## src/rtl/instruction_memory_loader.sv

```systemverilog
// instruction_memory_loader: serialises instruction words into nibble writes; LOADER_CHECKSUM_EN adds a 16-bit word checksum port.
module instruction_memory_loader #(
  parameter int unsigned NIBBLES_PER_WORD = 4,
  parameter int unsigned MEM_DEPTH = 65536
) (
  input  logic                          clk,
  input  logic                          reset,
  input  logic                          start,
  input  logic [31:0]                   startAddress,
  input  logic                          wordValid,
  input  logic [4*NIBBLES_PER_WORD-1:0] wordData,
  output logic                          wordReady,
  input  logic                          finish,
  output logic                          memWriteEnable,
  output logic [31:0]                   memWriteAddress,
  output logic [3:0]                    memWriteData,
  output logic                          busy,
  output logic                          done,
  output logic                          overflow,
  output logic [31:0]                   wordCount
`ifdef LOADER_CHECKSUM_EN
  ,
  output logic [15:0]                   checksum
`endif
);
  localparam int unsigned WW = 4 * NIBBLES_PER_WORD;
  localparam int unsigned IW = $clog2(NIBBLES_PER_WORD + 1);
  localparam logic [1:0] IDLE = 2'd0, ACCEPT = 2'd1, WRITE = 2'd2, DONE = 2'd3;
  localparam logic [IW-1:0] LAST = IW'(NIBBLES_PER_WORD);
  logic [1:0] state_q, state_d;
  logic [31:0] ptr_q, ptr_d, cnt_q, cnt_d, addr_q, addr_d;
  logic [IW-1:0] idx_q, idx_d;
  logic [WW-1:0] word_q, word_d;
  logic [3:0] data_q, data_d;
  logic fin_q, fin_d, ovf_q, ovf_d, done_q, done_d, busy_q, busy_d, we_q, we_d;
  logic [15:0] csum_q, csum_d;
  logic room, hs;
  // 33-bit compare so a pointer near 2^32 cannot wrap into range
  assign room = ({1'b0, ptr_q} + 33'(NIBBLES_PER_WORD)) <= 33'(MEM_DEPTH);
  assign wordReady = (state_q == ACCEPT) && room;
  assign hs = wordValid && wordReady;
  always_comb begin
    state_d = state_q;
    ptr_d = ptr_q;
    cnt_d = cnt_q;
    addr_d = addr_q;
    idx_d = idx_q;
    word_d = word_q;
    data_d = data_q;
    fin_d = fin_q;
    ovf_d = ovf_q;
    csum_d = csum_q;
    we_d = 1'b0;
    case (state_q)
      IDLE, DONE: if (start) begin
        state_d = ACCEPT;
        ptr_d = startAddress;
        cnt_d = '0;
        ovf_d = 1'b0;
        fin_d = 1'b0;
        csum_d = '0;
      end
      ACCEPT: if (!room) begin
        state_d = DONE;
        ovf_d = 1'b1;
      end else if (hs) begin
        state_d = WRITE;
        word_d = wordData;
        fin_d = finish;
        csum_d = csum_q + 16'(wordData);
        we_d = 1'b1;
        addr_d = ptr_q;
        data_d = wordData[3:0];
        idx_d = IW'(1);
      end else if (finish) begin
        state_d = DONE;
      end
      WRITE: if (idx_q == LAST) begin
        state_d = (fin_q || finish) ? DONE : ACCEPT;
        ptr_d = ptr_q + NIBBLES_PER_WORD;
        cnt_d = cnt_q + 32'd1;
      end else begin
        we_d = 1'b1;
        addr_d = ptr_q + 32'(idx_q);
        data_d = 4'(word_q >> {idx_q, 2'b00});
        idx_d = idx_q + IW'(1);
        fin_d = fin_q || finish;
      end
    endcase
    busy_d = (state_d == ACCEPT) || (state_d == WRITE);
    done_d = state_d == DONE;
  end
  always_ff @(posedge clk or posedge reset) begin
    if (reset) begin
      state_q <= IDLE;
      ptr_q <= '0;
      cnt_q <= '0;
      addr_q <= '0;
      idx_q <= '0;
      word_q <= '0;
      data_q <= '0;
      fin_q <= 1'b0;
      ovf_q <= 1'b0;
      done_q <= 1'b0;
      busy_q <= 1'b0;
      we_q <= 1'b0;
      csum_q <= '0;
    end else begin
      state_q <= state_d;
      ptr_q <= ptr_d;
      cnt_q <= cnt_d;
      addr_q <= addr_d;
      idx_q <= idx_d;
      word_q <= word_d;
      data_q <= data_d;
      fin_q <= fin_d;
      ovf_q <= ovf_d;
      done_q <= done_d;
      busy_q <= busy_d;
      we_q <= we_d;
      csum_q <= csum_d;
    end
  end
  assign memWriteEnable = we_q;
  assign memWriteAddress = addr_q;
  assign memWriteData = data_q;
  assign busy = busy_q;
  assign done = done_q;
  assign overflow = ovf_q;
  assign wordCount = cnt_q;
`ifdef LOADER_CHECKSUM_EN
  assign checksum = csum_q;
`else
  logic unused_csum;
  assign unused_csum = ^csum_q;
`endif
endmodule
```

## config.mk

```make
export PLATFORM = sky130hd
export DESIGN_NAME = instruction_memory_loader
export DESIGN_NICKNAME = d
export VERILOG_FILES = /design/src/rtl/instruction_memory_loader.sv
export SDC_FILE = /design/constraint.sdc
export NUM_CORES = 1
export LEC_CHECK = 0
export ABC_AREA = 1
export BUFFER_PORTS_ARGS = -buffer_cell sky130_fd_sc_hd__buf_2
export CORE_MARGIN = 4
export CORE_UTILIZATION = 30
export CTS_CLUSTER_DIAMETER = 30
export CTS_CLUSTER_SIZE = 14
export DETAILED_ROUTE_END_ITERATION = 7
export GPL_TIMING_DRIVEN = 0
export PLACE_DENSITY = 0.53
export SYNTH_ARGS = -nofsm -noshare
export SYNTH_HDL_FRONTEND = slang
export SYNTH_SLANG_ARGS = --single-unit
```

## constraint.sdc

```tcl
create_clock -name clk -period 4 [get_ports clk]
set_input_delay 0.8 -clock clk [delete_from_list [all_inputs] [get_ports clk]]
set_output_delay 0.8 -clock clk [all_outputs]
set_load 0.03 [all_outputs]
```

# Word-level counts from Yosys, hierarchy flattened
# Index checks and enable logic that the tools add are counted.
# word_totals
register_bits	126
inputBits	53
output_inout_bits	73
word_cells	82
# classes
n_addsub	5
order_cmp	1
eq_ne	13
shift	1
muxes	36
reduce_logical	14
# op_table
cell	n
$mux 32	7
$pmux 32 s2	3
$add 32x3->33 const B	1
$le 33x17->1 const B	1
$add 32x1->32 const B	1
$add 32x3->32	1
$add 32x3->32 const B	1
$shr 16x5->4	1
$mux 2	6
$mux 4	3
$ne 2x2->1 const B	6
$mux 3	3
$reduce_and 3->1	3
$eq 2x2->1 const B	4
$mux 1	8
$pmux 4 s2	1
$reduce_and 4->1	2
$pmux 2 s3	1
$pmux 3 s2	1
$reduce_bool 2->1	3
$eq 2x1->1 const B	2
$pmux 1 s2	2
$add 3x1->3 const B	1
$eq 3x3->1 const B	1
other kinds (5)	7

# Logic depth before layout (Yosys ltp)
# logic_depth
ltp_word	9
depth_mapped	19
mapped_depth_nobuf	17

# Worst setup path before layout
# Ideal clock, no wire load.
# synth_timing
path_kind	register -> output
start	register ptr_q[2]
end	output wordReady
arrival_ps	1904
t_required_ps	3200
setup_slack_ps	1296
stages_incl_launch_ff	16
n_path_buf	0
cell_sequence	dfrtp_1 ha_1 inv_1 nor2_4 nand2_4 nor2_4 nand2_1 nand2_1 nand2_1 nor2_1 nand2_1 nand2_1 nand2_1 nor2_1 nand2_1 inv_1
# synth_between
elab_chain_cells	3
# synth_rtl
item	line_no	rtl
from (decl)	31	logic [31:0] ptr_q, ptr_d, cnt_q, cnt_d, addr_q, addr_d;
from (signal assigned)	110	ptr_q <= ptr_d;
$add 32x3->33	39	assign room = ({1'b0, ptr_q} + 33'(NIBBLES_PER_WORD)) <= 33'(MEM_DEPTH);
$le 33x17->1	39	
$logic_and 1x1->1	40	assign wordReady = (state_q == ACCEPT) && room;
to (decl)	12	output logic wordReady,
# No other way between the ends.

# Worst setup path after layout
# Ends and elaborated chain as after synthesis.

==> flow_metrics.tcl <==
set metrics [dict create \
    vias_per_cell 4.80 \
    final_period_minus_worst_setup_slack_ns 3.70 \
    worst_pin_slew_ns 0.914 \
    multi_input_area_um2 3780 \
    die_height_um 166 \
    setup-violations-final 0 \
    drtIter0Drc 448 \
    r2r-end "memWriteAddress[28]" \
    route.antenna.remaining_nets 0 \
    area_growth_syn_to_layout_pct 23.0 \
    placementRows 57 \
    critical_path_required_ns 3.20 \
    grt_pass1_wl_um 39100 \
    setup_tns_ns 0 \
    grt_setup_unrepaired "no" \
    clk_path_buf_depth 2 \
    remaining_drc_errors 0 \
    postSynthCellCount 1015 \
    grtUsageTotal_pct 17.7 \
    detail_route.wl_per_cell_um 16.2 \
    synth_top_flop_cell "sky130_fd_sc_hd__dfrtp_1" \
    period_share_pct 92.4 \
    initial_antenna_violation_count 0 \
    drtPass1Iterations 7 \
    holdBufCountCts 0 \
    maximum_fanout_count_along_the_critical_path 8 \
    timing.reg2reg.setup_slack_ns 0.53 \
    critical_path.endpoint_type "output pin" \
    fillers 2655 \
    clock_insertion_delay_worst_skew_ns 0.43 \
    place.port_buffers 125 \
    place_hpwl_um 18700 \
    cts_buffers 17 \
    setup.worst_path.class "reg -> out" \
    result_of_the_run "finished, final reports clean" \
    reg2reg_from "idx_q[1]" \
    gr-total-overflow 0 \
    timing.slew.headroom_pct 38.5 \
    io_pins 126 \
    antenna_cells 0 \
    most-common-layout-cells "273 x sky130_fd_sc_hd__nand2_1, 134 x sky130_fd_sc_hd__buf_2, 126 x sky130_fd_sc_hd__dfrtp_1, 103 x sky130_fd_sc_hd__nor2_1, 97 x sky130_fd_sc_hd__inv_1" \
    htreeDepth 4 \
    layout.cells.most_common "sky130_fd_sc_hd__nand2_1" \
    drive_gt1_share_pct 18.0 \
    synth.yosys.seq_area_share_pct 42.1 \
    clock_tree_from_tritoncts "done" \
    finalHoldViolCount 0 \
    nets 1227 \
    min-delay-path-class "in -> async" \
    die_w_um 166 \
    peakVddDrop_mv 0.258 \
    syn-num-nets 1080 \
    timing.fmax_mhz 271 \
    finalWirelength_um 24300 \
    fp.dieArea_um2 27500 \
    routabilityCongestion 0.904 \
    crit_arrival_ns 2.90 \
    report.power.total_w 0.00659 \
    yosys.cell_types.count 43 \
    cts-root-buf "sky130_fd_sc_hd__clkbuf_16" \
    via_count 7199 \
    via_count_of_the_first_global_routing_pass 7140 \
    static-leakage-power_nw 4.30 \
    core_region_area_um2 24500 \
    asyncSetResetFlopFracSynth_pct 100 \
    synth-seq-cells 126 \
    clk_transition_reported_paths_ns 0.07 \
    startpoint_type "flip-flop" \
    final_max_slew_viol_count 0 \
    effective_utilization_at_floorplan_pct 30.6 \
    seqCellArea_um2 3150 \
    syn-mean-instance-area_um2 7.37 \
    clock-skew-final_ns 0.0149 \
    reg2reg_depth 13 \
    grt_max_degree 40 \
    synth_warnings 0 \
    number_of_enable_flip_flop_cells_after_synthesis 0 \
    synthesis.area_um2 7480 \
    cellPowerDensity_nw_per_um2 716 \
    max_cap_violations 0 \
    cts_num_sinks 126 \
]
==> sequential cells by signal, summed over array words and instances (netlist names) <==
| register | count |
|---|---|
| memWriteEnable | 1 |
| busy | 1 |
| word_q | 16 |
| memWriteAddress | 32 |
| wordCount | 32 |
| ptr_q | 32 |
| state_q | 2 |
| done | 1 |
| overflow | 1 |
| fin_q | 1 |
| idx_q | 3 |
| memWriteData | 4 |
==> timing repair <==
action	4_1_cts	5_1_grt
gates resized for setup	0	1
setup buffers	0	0
hold endpoints to repair	0	0
endpoints found under the setup margin	0	1
==> layer usage <==
| metal | GRT usage, % | vias up | wire [um] |
|---|---|---|---|
| met3 | 3.43 | 29 | 1160 |
| met5 | 0 | - | 0 |
| met2 | 27.9 | 185 | 11000 |
| met4 | 5.02 | 0 | 395 |
| met1 | 24.8 | 3345 | 11800 |
| li1 | - | 3640 | - |
==> layout make-up <==
cell class	count	area share, %
buffer	32	1.75
tap	324	4.41
clock buffer	17	4.62
timing repair buffer	128	7.45
sequential	126	34.3
multi-input combinational	754	41.1
clock inverter	15	2.13
inverter	103	4.24
==> stage by stage <==
step | util (%) | area [um^2] | hold slack [ns] | worst slack (ns) | instances
floorplan | - | 7490 | 0.443 | 1.30 | 1015
global placement | 34.8 | 8520 | 0.458 | 0.540 | 1464
detailed placement | 35.1 | 8580 | 0.460 | 0.541 | 1467
CTS | 37.6 | 9200 | 0.394 | 0.184 | 1499
global route | 37.6 | 9200 | 0.424 | 0.0486 | 1499
finish | 37.6 | 9200 | 0.397 | 0.304 | 1499
==> worst max-delay path, stage by stage (launching register included) <==
cell and delay, ns:
sky130_fd_sc_hd__dfrtp_1 0.52, sky130_fd_sc_hd__ha_1 0.30, sky130_fd_sc_hd__inv_1 0.11, sky130_fd_sc_hd__nor2_4 0.24, sky130_fd_sc_hd__nand2_4 0.10, sky130_fd_sc_hd__nor2_4 0.15
sky130_fd_sc_hd__nand3_1 0.11, sky130_fd_sc_hd__nand2_1 0.08, sky130_fd_sc_hd__nand2_1 0.08, sky130_fd_sc_hd__nor2_2 0.18, sky130_fd_sc_hd__nand3_1 0.11, sky130_fd_sc_hd__nor2_2 0.17
sky130_fd_sc_hd__nand2_1 0.08, sky130_fd_sc_hd__inv_1 0.05, sky130_fd_sc_hd__buf_2 0.19
==> power breakdown <==
part	switching, W	leakage [nW]	internal (W)	total [W]
Sequential	0.000355	1.59	0.00166	0.00202
Clock	0.000664	0.296	0.00100	0.00167
Combinational	0.00201	2.41	0.000894	0.00291
Total	0.00303	4.30	0.00356	0.00659
==> how the worst max path moves through the flow <==
stage,end,from,cells after the start
2_1_floorplan,wordReady,ptr_q[2],15
3_3_place_gp,memWriteAddress[28],idx_q[1],13
3_5_place_dp,memWriteAddress[28],idx_q[1],13
4_1_cts,wordReady,ptr_q[2],14
5_1_grt,wordReady,ptr_q[2],16
6_report,wordReady,ptr_q[2],14
==> synth_stat cells, drive strengths merged, types with 8 or more instances <==
| cell type | number | area (um^2) |
|---|---|---|
| a21oi | 55 | 275 |
| nor4 | 9 | 56.3 |
| buf | 16 | 101 |
| inv | 101 | 379 |
| nor3 | 21 | 105 |
| dfrtp | 126 | 3150 |
| nand2 | 282 | 1090 |
| clkbuf | 16 | 60.1 |
| o22ai | 24 | 150 |
| o21ai | 104 | 521 |
| nor2 | 120 | 539 |
| xor2 | 35 | 307 |
| ha | 11 | 138 |
| nand3 | 49 | 258 |
| nand4 | 8 | 50.1 |
==> cell families (layout without fill, tap and decap cells) <==
| family | count (synthesis) | in the layout | share of synthesized area (%) |
|---|---|---|---|
| compound gates | 205 | 205 | 15.1 |
| xor+xnor | 38 | 38 | 4.45 |
| fa+ha+maj | 12 | 12 | 2.11 |
| buf+inv | 135 | 295 | 7.32 |
| flops | 126 | 126 | 42.1 |
| simple gates | 499 | 499 | 28.9 |
Note: power is estimated with default switching activity, not from simulation.
